File: config.mk
export PLATFORM = sky130hd
export DESIGN_NAME = two_digit_up_timer
export DESIGN_NICKNAME = d
export VERILOG_FILES = /design/src/rtl/two_digit_up_timer_pkg.sv /design/src/rtl/two_digit_up_timer_up_digit_counter.sv /design/src/rtl/two_digit_up_timer.sv
export SDC_FILE = /design/constraint.sdc
export NUM_CORES = 1
export LEC_CHECK = 0
export ABC_AREA = 1
export CAP_MARGIN = 0
export CORE_UTILIZATION = 54
export CTS_CLUSTER_SIZE = 8
export DETAILED_ROUTE_END_ITERATION = 12
export HOLD_SLACK_MARGIN = 0.12
export PLACE_DENSITY = 0.76
export SYNTH_ARGS = -nofsm -noshare
export SYNTH_HDL_FRONTEND = slang
export SYNTH_SLANG_ARGS = --single-unit
File: constraint.sdc
create_clock -name clk -period 1.6 [get_ports clk]
set_input_delay 0.24 -clock clk [delete_from_list [all_inputs] [get_ports clk]]
set_output_delay 0.24 -clock clk [all_outputs]
set_load 0.01 [all_outputs]
File: src/rtl/two_digit_up_timer_pkg.sv
// ---------------------------------------------------------------------------
// two_digit_up_timer_pkg
// Constants shared by the two-digit BCD timers. This package holds the
// controller state encoding and the largest legal BCD digit value.
// Ports: none (package only).
// ---------------------------------------------------------------------------
package two_digit_up_timer_pkg;

  // Controller states. IDLE means digits 00 with the prescaler at 0, RUN means
  // counting, and FULL means saturated at 99 (non-rollover build only).
  typedef enum logic [1:0] {
    ST_IDLE = 2'd0,
    ST_RUN  = 2'd1,
    ST_FULL = 2'd2
  } timer_state_t;

  localparam logic [3:0] BCD_MAX = 4'd9;
  localparam logic [3:0] BCD_MIN = 4'd0;

endpackage

File: src/rtl/two_digit_up_timer_up_digit_counter.sv
// ---------------------------------------------------------------------------
// up_digit_counter
// One BCD digit that counts upward. Digits are chained by connecting the
// carry-out of one digit to the increment input of the next.
// Ports:
//   clk      - rising-edge clock
//   rst      - asynchronous active-low reset (digit -> 0)
//   i_clear  - synchronous clear to 0, has priority over i_inc
//   i_inc    - advance the digit by one on this edge
//   i_wrap   - 1: 9 wraps to 0 on increment; 0: 9 holds (saturate)
//   o_digit  - registered BCD digit, always 0..9
//   o_carry  - increment arriving while the digit sits at 9 (same cycle)
// ---------------------------------------------------------------------------
module up_digit_counter
  import two_digit_up_timer_pkg::*;
(
  input  logic       clk,
  input  logic       rst,
  input  logic       i_clear,
  input  logic       i_inc,
  input  logic       i_wrap,
  output logic [3:0] o_digit,
  output logic       o_carry
);

  logic [3:0] r_digit;
  logic       w_at_max;

  // ">=" instead of "==" folds any out-of-range code back to a legal digit
  // on the next increment instead of letting it run through A-F.
  assign w_at_max = (r_digit >= BCD_MAX);
  assign o_carry  = i_inc && w_at_max;
  assign o_digit  = r_digit;

  always_ff @(posedge clk or negedge rst) begin
    if (!rst) begin
      r_digit <= BCD_MIN;
    end else if (i_clear) begin
      r_digit <= BCD_MIN;
    end else if (i_inc) begin
      if (w_at_max) begin
        r_digit <= i_wrap ? BCD_MIN : BCD_MAX;
      end else begin
        r_digit <= r_digit + 4'd1;
      end
    end
  end

endmodule

File: src/rtl/two_digit_up_timer.sv
// ---------------------------------------------------------------------------
// two_digit_up_timer
// Elapsed-seconds counter that runs 00..99 in BCD. A prescaler divides clk
// into one-cycle second ticks. Each tick advances the ones digit, and the ones
// carry advances the tens digit on the same edge.
// Build option: TIMER_ROLLOVER_EN
//   defined   - a tick at 99 wraps to 00 and TwoDigitMax pulses for one cycle
//   undefined - the counter saturates at 99 in FULL and TwoDigitMax stays high
//               until Timer_Clear or reset
// Ports:
//   clk          - rising-edge clock
//   rst          - asynchronous active-low reset
//   Timer_Clear  - synchronous return to 00 / IDLE, highest priority
//   Timer_Enable - level enable; counting advances only while high
//   Tens_Digit   - registered BCD tens digit
//   Ones_Digit   - registered BCD ones digit
//   TwoDigitMax  - registered end-of-range flag (behaviour per build option)
// ---------------------------------------------------------------------------
module two_digit_up_timer
  import two_digit_up_timer_pkg::*;
#(
  parameter int CLKS_PER_SEC = 50000000
) (
  input  logic       clk,
  input  logic       rst,
  input  logic       Timer_Clear,
  input  logic       Timer_Enable,
  output logic [3:0] Tens_Digit,
  output logic [3:0] Ones_Digit,
  output logic       TwoDigitMax
);

  localparam int             PW        = (CLKS_PER_SEC > 2) ? $clog2(CLKS_PER_SEC) : 1;
  localparam logic [PW-1:0]  PRESC_MAX = PW'(CLKS_PER_SEC - 1);

`ifdef TIMER_ROLLOVER_EN
  localparam logic TENS_WRAP = 1'b1;
`else
  localparam logic TENS_WRAP = 1'b0;
`endif

  timer_state_t  r_state;
  timer_state_t  w_state_nxt;
  logic [PW-1:0] r_presc;
  logic          r_max;
  logic          w_count_en;
  logic          w_tick;
  logic          w_ones_carry;
  logic          w_tens_carry;
  logic          w_reach_99;

  // The prescaler also runs in IDLE when enabled. The IDLE->RUN transition
  // happens on that same first edge, so the first second lasts exactly
  // CLKS_PER_SEC enabled cycles.
  assign w_count_en = Timer_Enable && (r_state != ST_FULL);
  assign w_tick     = w_count_en && (r_presc == PRESC_MAX);

  // A tick taken at 98 makes this edge the one on which the digits reach 99.
  assign w_reach_99 = w_tick && (Tens_Digit == BCD_MAX) && (Ones_Digit == (BCD_MAX - 4'd1));

  always_ff @(posedge clk or negedge rst) begin
    if (!rst) begin
      r_presc <= '0;
    end else if (Timer_Clear) begin
      r_presc <= '0;
    end else if (w_count_en) begin
      r_presc <= w_tick ? '0 : r_presc + 1'b1;
    end
  end

  up_digit_counter u_ones (
    .clk     (clk),
    .rst     (rst),
    .i_clear (Timer_Clear),
    .i_inc   (w_tick),
    .i_wrap  (1'b1),
    .o_digit (Ones_Digit),
    .o_carry (w_ones_carry)
  );

  up_digit_counter u_tens (
    .clk     (clk),
    .rst     (rst),
    .i_clear (Timer_Clear),
    .i_inc   (w_ones_carry),
    .i_wrap  (TENS_WRAP),
    .o_digit (Tens_Digit),
    .o_carry (w_tens_carry)
  );

  always_comb begin
    w_state_nxt = r_state;
    unique case (r_state)
      ST_IDLE: if (Timer_Enable) w_state_nxt = ST_RUN;
`ifdef TIMER_ROLLOVER_EN
      ST_RUN:  w_state_nxt = ST_RUN;
`else
      // The tens carry only fires on a tick at 99, and FULL blocks ticks, so
      // it acts only as a backstop against a tick slipping past saturation.
      ST_RUN:  if (w_reach_99 || w_tens_carry) w_state_nxt = ST_FULL;
`endif
      ST_FULL: w_state_nxt = ST_FULL;
      default: w_state_nxt = ST_IDLE;
    endcase
    if (Timer_Clear) w_state_nxt = ST_IDLE;
  end

  always_ff @(posedge clk or negedge rst) begin
    if (!rst) begin
      r_state <= ST_IDLE;
    end else begin
      r_state <= w_state_nxt;
    end
  end

  always_ff @(posedge clk or negedge rst) begin
    if (!rst) begin
      r_max <= 1'b0;
    end else if (Timer_Clear) begin
      r_max <= 1'b0;
    end else begin
`ifdef TIMER_ROLLOVER_EN
      // The wrap 99->00 is the tens carry; it registers as a one-cycle pulse.
      r_max <= w_tens_carry;
`else
      r_max <= (w_state_nxt == ST_FULL);
`endif
    end
  end

  assign TwoDigitMax = r_max;

endmodule

==> results of run 1 <==
## cell families (layout without fill, tap and decap cells)
kind of cell | after synthesis | after routing | synth area share (%)
xor+xnor | 9 | 9 | 3.376
compound gates | 27 | 27 | 6.324
buf+inv | 44 | 82 | 7.663
flops | 37 | 37 | 39.66
fa+ha+maj | 7 | 7 | 3.751
simple gates | 205 | 205 | 39.23
## sequential cells by signal, summed over array words and instances (netlist names)
name and count:
TwoDigitMax 1, u_ones.o_digit 4, r_state 2, r_presc 26, u_tens.o_digit 4
## through the flow
| stage | cell area (sq um) | setup slack (ns) | setup TNS (ns) |
|---|---|---|---|
| 2_1_floorplan | 2335 | 0.1408 | 0 |
| 3_3_place_gp | 2650 | -0.1208 | -2.262 |
| 3_5_place_dp | 2650 | -0.1731 | -3.654 |
| 4_1_cts | 2781 | 0.01942 | 0 |
| 5_1_grt | 2815 | -0.04432 | -0.1956 |
| 6_report | 2815 | 0.03276 | 0 |
## cells in the final DEF (no fill, tap or decap), drive strengths merged
master,instances
nand4,7
inv,39
xnor2,2
dfrtp,37
dlygate4sd3,1
nor3,9
ha,7
nand3,23
buf,23
nand2,98
nor2,64
nand3b,3
bufinv,1
o21ai,16
a21o,1
clkinv,1
a21boi,2
clkdlybuf4s50,11
a21oi,7
or2,1
xor2,7
clkbuf,6
o22ai,1
## final cells by class
type / instances / area, sq um / area share [%]
Inverter: 39 / 148.9 / 5.289
Clock buffer: 6 / 72.57 / 2.578
Multi-Input combinational cell: 248 / 1264 / 44.89
Timing Repair Buffer: 35 / 302.8 / 10.76
Clock inverter: 2 / 38.79 / 1.378
Sequential cell: 37 / 925.9 / 32.89
Tap cell: 50 / 62.56 / 2.222
## report_power, final
part           total, uW  internal (uW)  leakage (uW)  switching, uW
registers            972            952      0.000513           19.4
logic                192           83.2      0.000736            108
clock network        811            468     0.0000554            343
## timing repair
item / CTS / global route
buffers inserted: 0 / 1
endpoints found under the setup margin: 4 / 25
hold buffers: 1 / 0
endpoints found under the hold margin: 14 / 0
resized for setup: 3 / 7
pin swaps: 0 / 1
## per-layer routing
metal / GRT usage (%) / up-vias / wire length [um]
met5: 0 / - / 0
met4: 7.447 / 0 / 80
met3: 4.730 / 9 / 214
met2: 43.69 / 47 / 2470
met1: 31.22 / 968 / 2322
li1: - / 1103 / -
## final timing paths
path / start / end / cells past startpoint
setup / recovery: u_ones.o_digit[3]$_DFFE_PN0P_ / Ones_Digit[3] / 1
max in group asynchronous: rst / r_presc[7]$_DFFE_PN0P_ / 3
min in group clk: r_state[0]$_DFF_PN0_ / r_state[0]$_DFF_PN0_ / 3
setup reg to reg: r_presc[0]$_DFFE_PN0P_ / r_presc[20]$_DFFE_PN0P_ / 8
hold / removal: rst / r_presc[22]$_DFFE_PN0P_ / 2
hold reg to reg: r_state[0]$_DFF_PN0_ / r_state[0]$_DFF_PN0_ / 3
## synth_stat cells
cell type   n
a21boi_0    2
a21o_1      1
a21oi_1     7
buf_2       2
buf_4       1
buf_6       1
clkbuf_1    1
dfrtp_1    37
ha_1        7
inv_1      37
inv_2       2
nand2_1    88
nand2_2     8
nand2_4     2
nand3_1    22
nand3_2     1
nand3b_1    3
nand4_1     7
nor2_1     56
nor2_2      5
nor2_4      3
nor3_1      9
o21ai_0    14
o21ai_1     1
o21ai_2     1
o22ai_1     1
or2_2       1
xnor2_1     2
xor2_1      7
==> reports/summary.txt, run 1 <==
outcome: finished, final reports clean
Ys Warns: 0
register bit total from synthesis: 37
Mapped Cells: 329
Worst path max stage delay: 0.58 ns
Slew Limit Fails: 0
Yosys top cell area share: 39.66%
n_diodes: 0
Crit path max-delay family: buffers and inverters
Tmin final: 1.567 ns
synth top area cells: dfrtp_1 (40%), nand2_1 (14%), nor2_1 (9.0%)
total iterations of the first detailed-routing run: 4
share of layout cells above drive strength 1: 15.80%
post-layout util: 68.89%
worst skew pair latency: 0.29 ns
Rel. slew slack: 74.49%
antenna-violating nets left: 0
dpl cells: 407
# DRC: 0
Initial Util: 57.13%
Clock Skew: 0.008144 ns
final hold vios: 0
vias in the first global route: 1979
CTS Buf Count: 5
pwr dens: 701.3 nW/um^2
CP arrival: 1.33 ns
largest net degree at the start of global routing: 17
Final nets: 377
via count: 2127
first-pass GRT wire length: 8.590 mm
Max clock buf depth: 2
H-tree Lvls: 2
maximum VDD drop: 582.7 uV
DRT iter0 DRCs: 123
critical path class: reg -> out
total length of routed wires: 5.089 mm
total gr overflow: 0
register area share after synthesis: 39.66%
row cnt: 23
Critical Path RT: 1.36 ns
Synth cell types: 29
Area growth, synth to finish: 20.58%
drt via density: 5.101
Die Height: 67.76 um
# IOs: 13
Final Non-Filler Cells: 417
number of max-cap violations: 0
total power: 1974 uW
Critical Path Sink Type: output port
clock root buffer master: clkbuf_8
leading area contributor after synthesis: dfrtp_1
Global Route Usage Sum: 25.14%
synthesized cell area: 2335 sq um
WHS: 0.3966 ns
Die Area: 4591 sq um
initial antenna violation count: 0
Worst setup SP type: register
worst-margin pin slew: 0.3826 ns
Avg Inst Size Synth: 7.096 sq um
CTS tree: done
RSZ-0062 raised after global routing: yes
final-report setup violation count: 0
Avg WL per Cell: 12.20 um
Core ar.: 4086 sq um
Final HPWL DP: 3.864 mm
worst path cell trace: clkdlybuf4s50_1
Max Fclk: 638.1 MHz
CP bufs+invs: 1
clk sinks: 37
Critical-path top delay cell: clkdlybuf4s50_1
CTS clk-pin slew, worst paths: 0.08 ns
crit-path max FO: 5
Synthesized Nets: 340
routability cong.: 0.8619
filler cell count: 348
die width: 67.76 um
period utilisation layout: 97.95%
HP Class: in -> async
Leak: 0.001304 uW
IO buf count: 12
R2R setup slack: 0.10 ns
Note: power is estimated with default switching activity, not from simulation.
==> inputs of run 2 (changes only) <==
CELL_PAD_IN_SITES_DETAIL_PLACEMENT = 2   (was unset)
CELL_PAD_IN_SITES_GLOBAL_PLACEMENT = 2   (was unset)
CORE_UTILIZATION = 31   (was 54)
PLACE_DENSITY = unset   (was 0.76)
PLACE_DENSITY_LB_ADDON = 0.1   (was unset)
==> run 2 against run 1 <==
  * Register-to-register slack about the same
  * Clock power up 25%
  * Combinational power up 8%
  * Routed wire length up 45%
==> reports/summary.txt, run 2 (synthesized netlist as in run 1, its figures left out) <==
Worst path depth: 2 (+1)
clock root buffer master: clkbuf_8
DRT iter0 DRCs: 40 (-67%)
IO buf count: 12 (unchanged)
Max clock buf depth: 2 (unchanged)
Worst setup SP type: register
Core ar.: 7253 sq um (+77%)
antenna-violating nets left: 0 (unchanged)
n_diodes: 0 (unchanged)
share of layout cells above drive strength 1: 22.64% (+6.8 points)
worst path cell trace: buf_4 > clkdlybuf4s50_1
commonest non-fill, non-tap cell in the layout: nand2_1
initial antenna violation count: 0 (unchanged)
via count: 2257 (+6.1%)
filler cell count: 862 (+150%)
Final HPWL DP: 5.593 mm (+45%)
Critical Path Sink Type: output port
total length of routed wires: 7.373 mm (+45%)
outcome: finished, final reports clean
Global Route Usage Sum: 20.25% (-4.9 points)
CTS Buf Count: 5 (unchanged)
die width: 88.79 um (+31%)
Leak: 0.001339 uW (+2.6%)
Tmin final: 1.553 ns (-0.01375 ns)
RSZ-0062 raised after global routing: yes
worst-margin pin slew: 0.4777 ns (+0.09513 ns)
most frequent cells in the layout: nand2_1 (85), nor2_1 (47), inv_1 (35), dfrtp_1 (29), buf_4 (25)
Rel. slew slack: 68.15% (-6.3 points)
maximum VDD drop: 289.2 uV (-50%)
Initial Util: 32.19% (-25 points)
clk sinks: 37 (unchanged)
drt via density: 4.802 (-5.9%)
Final nets: 381 (+1.1%)
worst skew pair latency: 0.30 ns (about the same)
row cnt: 31 (+35%)
setup slack after placement: -0.1943 ns (-0.02121 ns)
first-pass GRT wire length: 11.92 mm (+39%)
final hold vios: 0 (unchanged)
Clock Skew: 0.01198 ns (+0.003836 ns)
R2R Path End: r_presc[19]$_DFFE_PN0P_
total iterations of the first detailed-routing run: 4 (unchanged)
number of flip-flops under the largest register name: 26 (unchanged)
total gr overflow: 0 (unchanged)
pwr dens: 729.0 nW/um^2 (+3.9%)
CP bufs+invs: 2 (+1)
critical path class: reg -> out
CTS clk-pin slew, worst paths: 0.09 ns (about the same)
number of max-cap violations: 0 (unchanged)
dpl cells: 456 (+12%)
CTS tree: done
Fin Setup TNS: 0 ns (unchanged)
Area growth, synth to finish: 28.72%
largest net degree at the start of global routing: 21 (+4)
CP arrival: 1.31 ns (-0.02 ns)
period utilisation layout: 97.09% (-0.86 points)
worst setup margin: 0.04651 ns (+0.01375 ns)
Max Fclk: 643.7 MHz (+0.89%)
RR Startpoint: r_presc[0]$_DFFE_PN0P_
HP Class: in -> async
H-tree Lvls: 2 (unchanged)
routability cong.: 0.7724 (-10%)
Reg2Reg Depth: 9 (+1)
vias in the first global route: 2436 (+23%)
Critical-path top delay cell: clkdlybuf4s50_1
Final Non-Filler Cells: 470 (+13%)
crit-path max FO: 4 (-1)
Avg WL per Cell: 15.69 um (+29%)
final-report setup violation count: 0 (unchanged)
# IOs: 13 (unchanged)
R2R setup slack: 0.09 ns (about the same)
Worst path max stage delay: 0.53 ns (-0.05 ns)
Slew Limit Fails: 0 (unchanged)
Crit path max-delay family: buffers and inverters
Die Area: 7883 sq um (+72%)
# DRC: 0 (unchanged)
Die Height: 88.79 um (+31%)
largest reg by FF count: r_presc
Critical Path RT: 1.36 ns (about the same)
## run 2: worst max path at each step
stage	slack, ns	endpoint	start
after global routing	-0.007	r_state[1]$_DFF_PN0_	u_tens.o_digit[1]$_DFFE_PN0P_
after global placement	-0.17	r_presc[13]$_DFFE_PN0P_	Timer_Enable
after detailed placement	-0.19	r_presc[23]$_DFFE_PN0P_	Timer_Enable
after floorplan	0.14	u_ones.o_digit[3]$_DFFE_PN0P_	r_presc[0]$_DFFE_PN0P_
final	0.05	Ones_Digit[0]	u_ones.o_digit[0]$_DFFE_PN0P_
after CTS	0.004	r_presc[23]$_DFFE_PN0P_	r_presc[0]$_DFFE_PN0P_
## run 2: timing repair
| item | CTS | global route |
|---|---|---|
| setup endpoints to repair | 17 | 38 |
| endpoints found under the hold margin | 17 | 0 |
| buffers inserted | 0 | 5 |
| hold buffers | 1 | 0 |
| pin swaps | 0 | 3 |
| gates resized for setup | 6 | 33 |
## run 2: power by group
part	internal (uW)	total, uW	switching (uW)	leakage [uW]
clock	620	1010	388	0.0000681
sequential	953	975	22.0	0.000499
combinational	88.8	208	119	0.000771
## run 2: worst reg2reg max path: stages (launching register included)
cell	delay, ns
dfrtp_1	0.40
buf_4	0.14
nand3_2	0.12
nor2_4	0.15
nand2_4	0.11
nor2_4	0.17
buf_4	0.14
a21o_1	0.10
nand2_1	0.04
nor2_1	0.08
## run 2: metrics by stage
stage               hold WS [ns]  power [uW]  area [sq um]  utilization (%)
global route              0.4727        2280          3005            41.44
floorplan               -0.05559        1076          2335                -
CTS                       0.4453        2199          2870            39.57
global placement          0.2288        1180          2711            37.38
detailed placement        0.2297        1185          2711            37.38
finish                    0.4362        2191          3005            41.44
## run 2: area by class of cell
cell class	count	area, sq um	area share, %
Multi-Input combinational cell	248	1330	44.25
Sequential cell	37	935.9	31.14
Timing Repair Buffer	39	332.8	11.07
Inverter	39	148.9	4.954
Tap cell	99	123.9	4.122
Clock buffer	5	68.82	2.290
Clock inverter	3	65.06	2.165
## run 2: routing by layer
metal	vias to the layer above	wire, um	GRT usage (%)
met5	-	0	0
met4	0	78	5.132
met3	6	105	3.451
met2	13	3832	37.20
met1	1128	3356	24.36
li1	1110	-	-
==> inputs of run 3 (changes only) <==
PLACE_DENSITY_LB_ADDON = 0.25   (was 0.1)
==> run 3 against run 2 <==
  * Routed wire length grew 1.9%
  * Register-to-register slack hardly changed
  * Clock-buffer cell count is 1 higher
  * Final cell count grew 1.1%
  * Clock power decreased by 34%
  * Sequential share of layout area fell by 0.19 points
  * Power is 15% lower
  * Highest routed layer unchanged
==> reports/summary.txt, run 3 (synthesized netlist as in run 1, its figures left out) <==
H-tree Lvls: 2 (unchanged)
share of layout cells above drive strength 1: 23.94% (+1.3 points)
Max Fclk: 643.9 MHz (about the same)
DRT met1 WL: 3.412 mm (+1.7%)
Die Height: 88.79 um (unchanged)
drt via density: 4.817 (+0.31%)
Tmin final: 1.553 ns (-0.0003975 ns)
Clock Skew: 0.01280 ns (+0.0008240 ns)
row cnt: 31 (unchanged)
largest reg by FF count: r_presc
Critical Path RT: 1.36 ns (about the same)
Slew Limit Fails: 0 (unchanged)
Leak: 0.001347 uW (+0.61%)
Critical Path Start: u_ones.o_digit[0]$_DFFE_PN0P_
# IOs: 13 (unchanged)
clock root buffer master: clkbuf_8
RR Startpoint: r_presc[13]$_DFFE_PN0P_
Reg2Reg Depth: 9 (unchanged)
dpl cell area: 2761 sq um (+1.8%)
Max clock buf depth: 2 (unchanged)
Critical Path Sink Type: output port
critical path class: reg -> out
Area growth, synth to finish: 29.69%
first-pass GRT wire length: 12.12 mm (+1.7%)
worst-margin pin slew: 0.3948 ns (-0.08294 ns)
maximum VDD drop: 319.8 uV (+11%)
antenna-violating nets left: 0 (unchanged)
final hold vios: 0 (unchanged)
crit-path max FO: 4 (unchanged)
total power: 1859 uW (-15%)
vias in the first global route: 2524 (+3.6%)
RSZ-0062 raised after global routing: yes
final-report setup violation count: 0 (unchanged)
via count: 2288 (+1.4%)
Core ar.: 7253 sq um (unchanged)
Final Instance Area: 3028 sq um (+0.75%)
largest net degree at the start of global routing: 24 (+14%)
initial antenna violation count: 0 (unchanged)
CTS Buf Count: 5 (unchanged)
multi-input logic area: 1353 sq um (+1.7%)
worst skew pair latency: 0.30 ns (about the same)
Rel. slew slack: 73.68% (+5.5 points)
Avg WL per Cell: 15.82 um (+0.83%)
die width: 88.79 um (unchanged)
post-layout util: 41.75% (+0.31 points)
CTS tree: done
Initial Util: 32.19% (unchanged)
clk sinks: 37 (unchanged)
# DRC: 0 (unchanged)
Final nets: 386 (+1.3%)
total gr overflow: 0 (unchanged)
total length of routed wires: 7.513 mm (+1.9%)
Max Used Layer: met4
R2R Path End: r_presc[13]$_DFFE_PN0P_
CTS clk-pin slew, worst paths: 0.09 ns (about the same)
number of max-cap violations: 0 (unchanged)
filler cell count: 871 (+1.0%)
DRT iter0 DRCs: 100 (+150%)
outcome: finished, final reports clean
routability cong.: 0.7824 (+1.3%)
commonest non-fill, non-tap cell in the layout: nand2_1
HP Class: in -> async
routed wl met3: 126 um (+20%)
met2 WL: 3.888 mm (+1.5%)
IO buf count: 12 (unchanged)
n_diodes: 0 (unchanged)
CP arrival: 1.31 ns (about the same)
Global Route Usage Sum: 20.40% (+0.15 points)
pwr dens: 613.8 nW/um^2 (-16%)
Final HPWL DP: 5.560 mm (-0.59%)
Seq. cell area: 937.1 sq um (+0.13%)
Die Area: 7883 sq um (unchanged)
WHS: 0.3935 ns (-0.04270 ns)
period utilisation layout: 97.07% (about the same)
number of flip-flops under the largest register name: 26 (unchanged)
total iterations of the first detailed-routing run: 4 (unchanged)
Worst setup SP type: register
R2R setup slack: 0.08 ns (about the same)
most frequent cells in the layout: nand2_1 (84), nor2_1 (48), inv_1 (35), buf_4 (29), dfrtp_1 (28)
run 3: changes by cell type in the layout (fill, tap and decap cells not counted), sizes merged:
cell    delta
bufinv     -2
clkbuf     +1
clkinv     +1
buf        +5
run 3: critical path: stages (launching register included):
cell and delay (ns):
dfrtp_1 0.35, buf_4 0.13, clkdlybuf4s50_1 0.53
run 3: cell type report:
cell class,count,area share [%]
clock buffer,6,2.397
tap,99,4.091
clock inverter,2,0.3306
inverter,39,4.917
sequential,37,30.95
timing repair buffer,44,12.64
multi-input combinational,248,44.67
run 3: layer usage:
| metal | vias to the layer above | track usage, % |
|---|---|---|
| met4 | 0 | 5.572 |
| met1 | 1138 | 24.61 |
| li1 | 1123 | - |
| met5 | - | 0 |
| met3 | 6 | 2.239 |
| met2 | 21 | 38.11 |
run 3: repair_timing:
| item | 4_1_cts | 5_1_grt |
|---|---|---|
| endpoints found under the setup margin | 13 | 36 |
| hold endpoints to repair | 14 | 0 |
| hold buffers | 1 | 0 |
| gates resized for setup | 8 | 36 |
| setup buffers | 0 | 5 |
| pin swaps | 1 | 6 |
run 3: worst max-delay path by stage:
stage	cells past startpoint	to
floorplan	11	u_ones.o_digit[3]$_DFFE_PN0P_
global placement	9	r_presc[13]$_DFFE_PN0P_
detailed placement	8	r_state[1]$_DFF_PN0_
CTS	1	Tens_Digit[2]
global route	12	r_state[0]$_DFF_PN0_
finish	2	Ones_Digit[0]
run 3: through the flow:
stage | TNS (ns) | setup WS [ns] | cells
2_1_floorplan | 0 | 0.1408 | 329
3_3_place_gp | -4.062 | -0.1702 | 461
3_5_place_dp | -4.708 | -0.2246 | 461
4_1_cts | 0 | 0.006773 | 470
5_1_grt | -0.1115 | -0.02907 | 475
6_report | 0 | 0.04691 | 475
run 3: where the power goes:
group / switching, uW / internal [uW] / leakage (uW) / total [uW]
registers: 21.8 / 953 / 0.000497 / 975
logic: 124 / 91.8 / 0.000804 / 216
clock network: 366 / 303 / 0.0000450 / 669
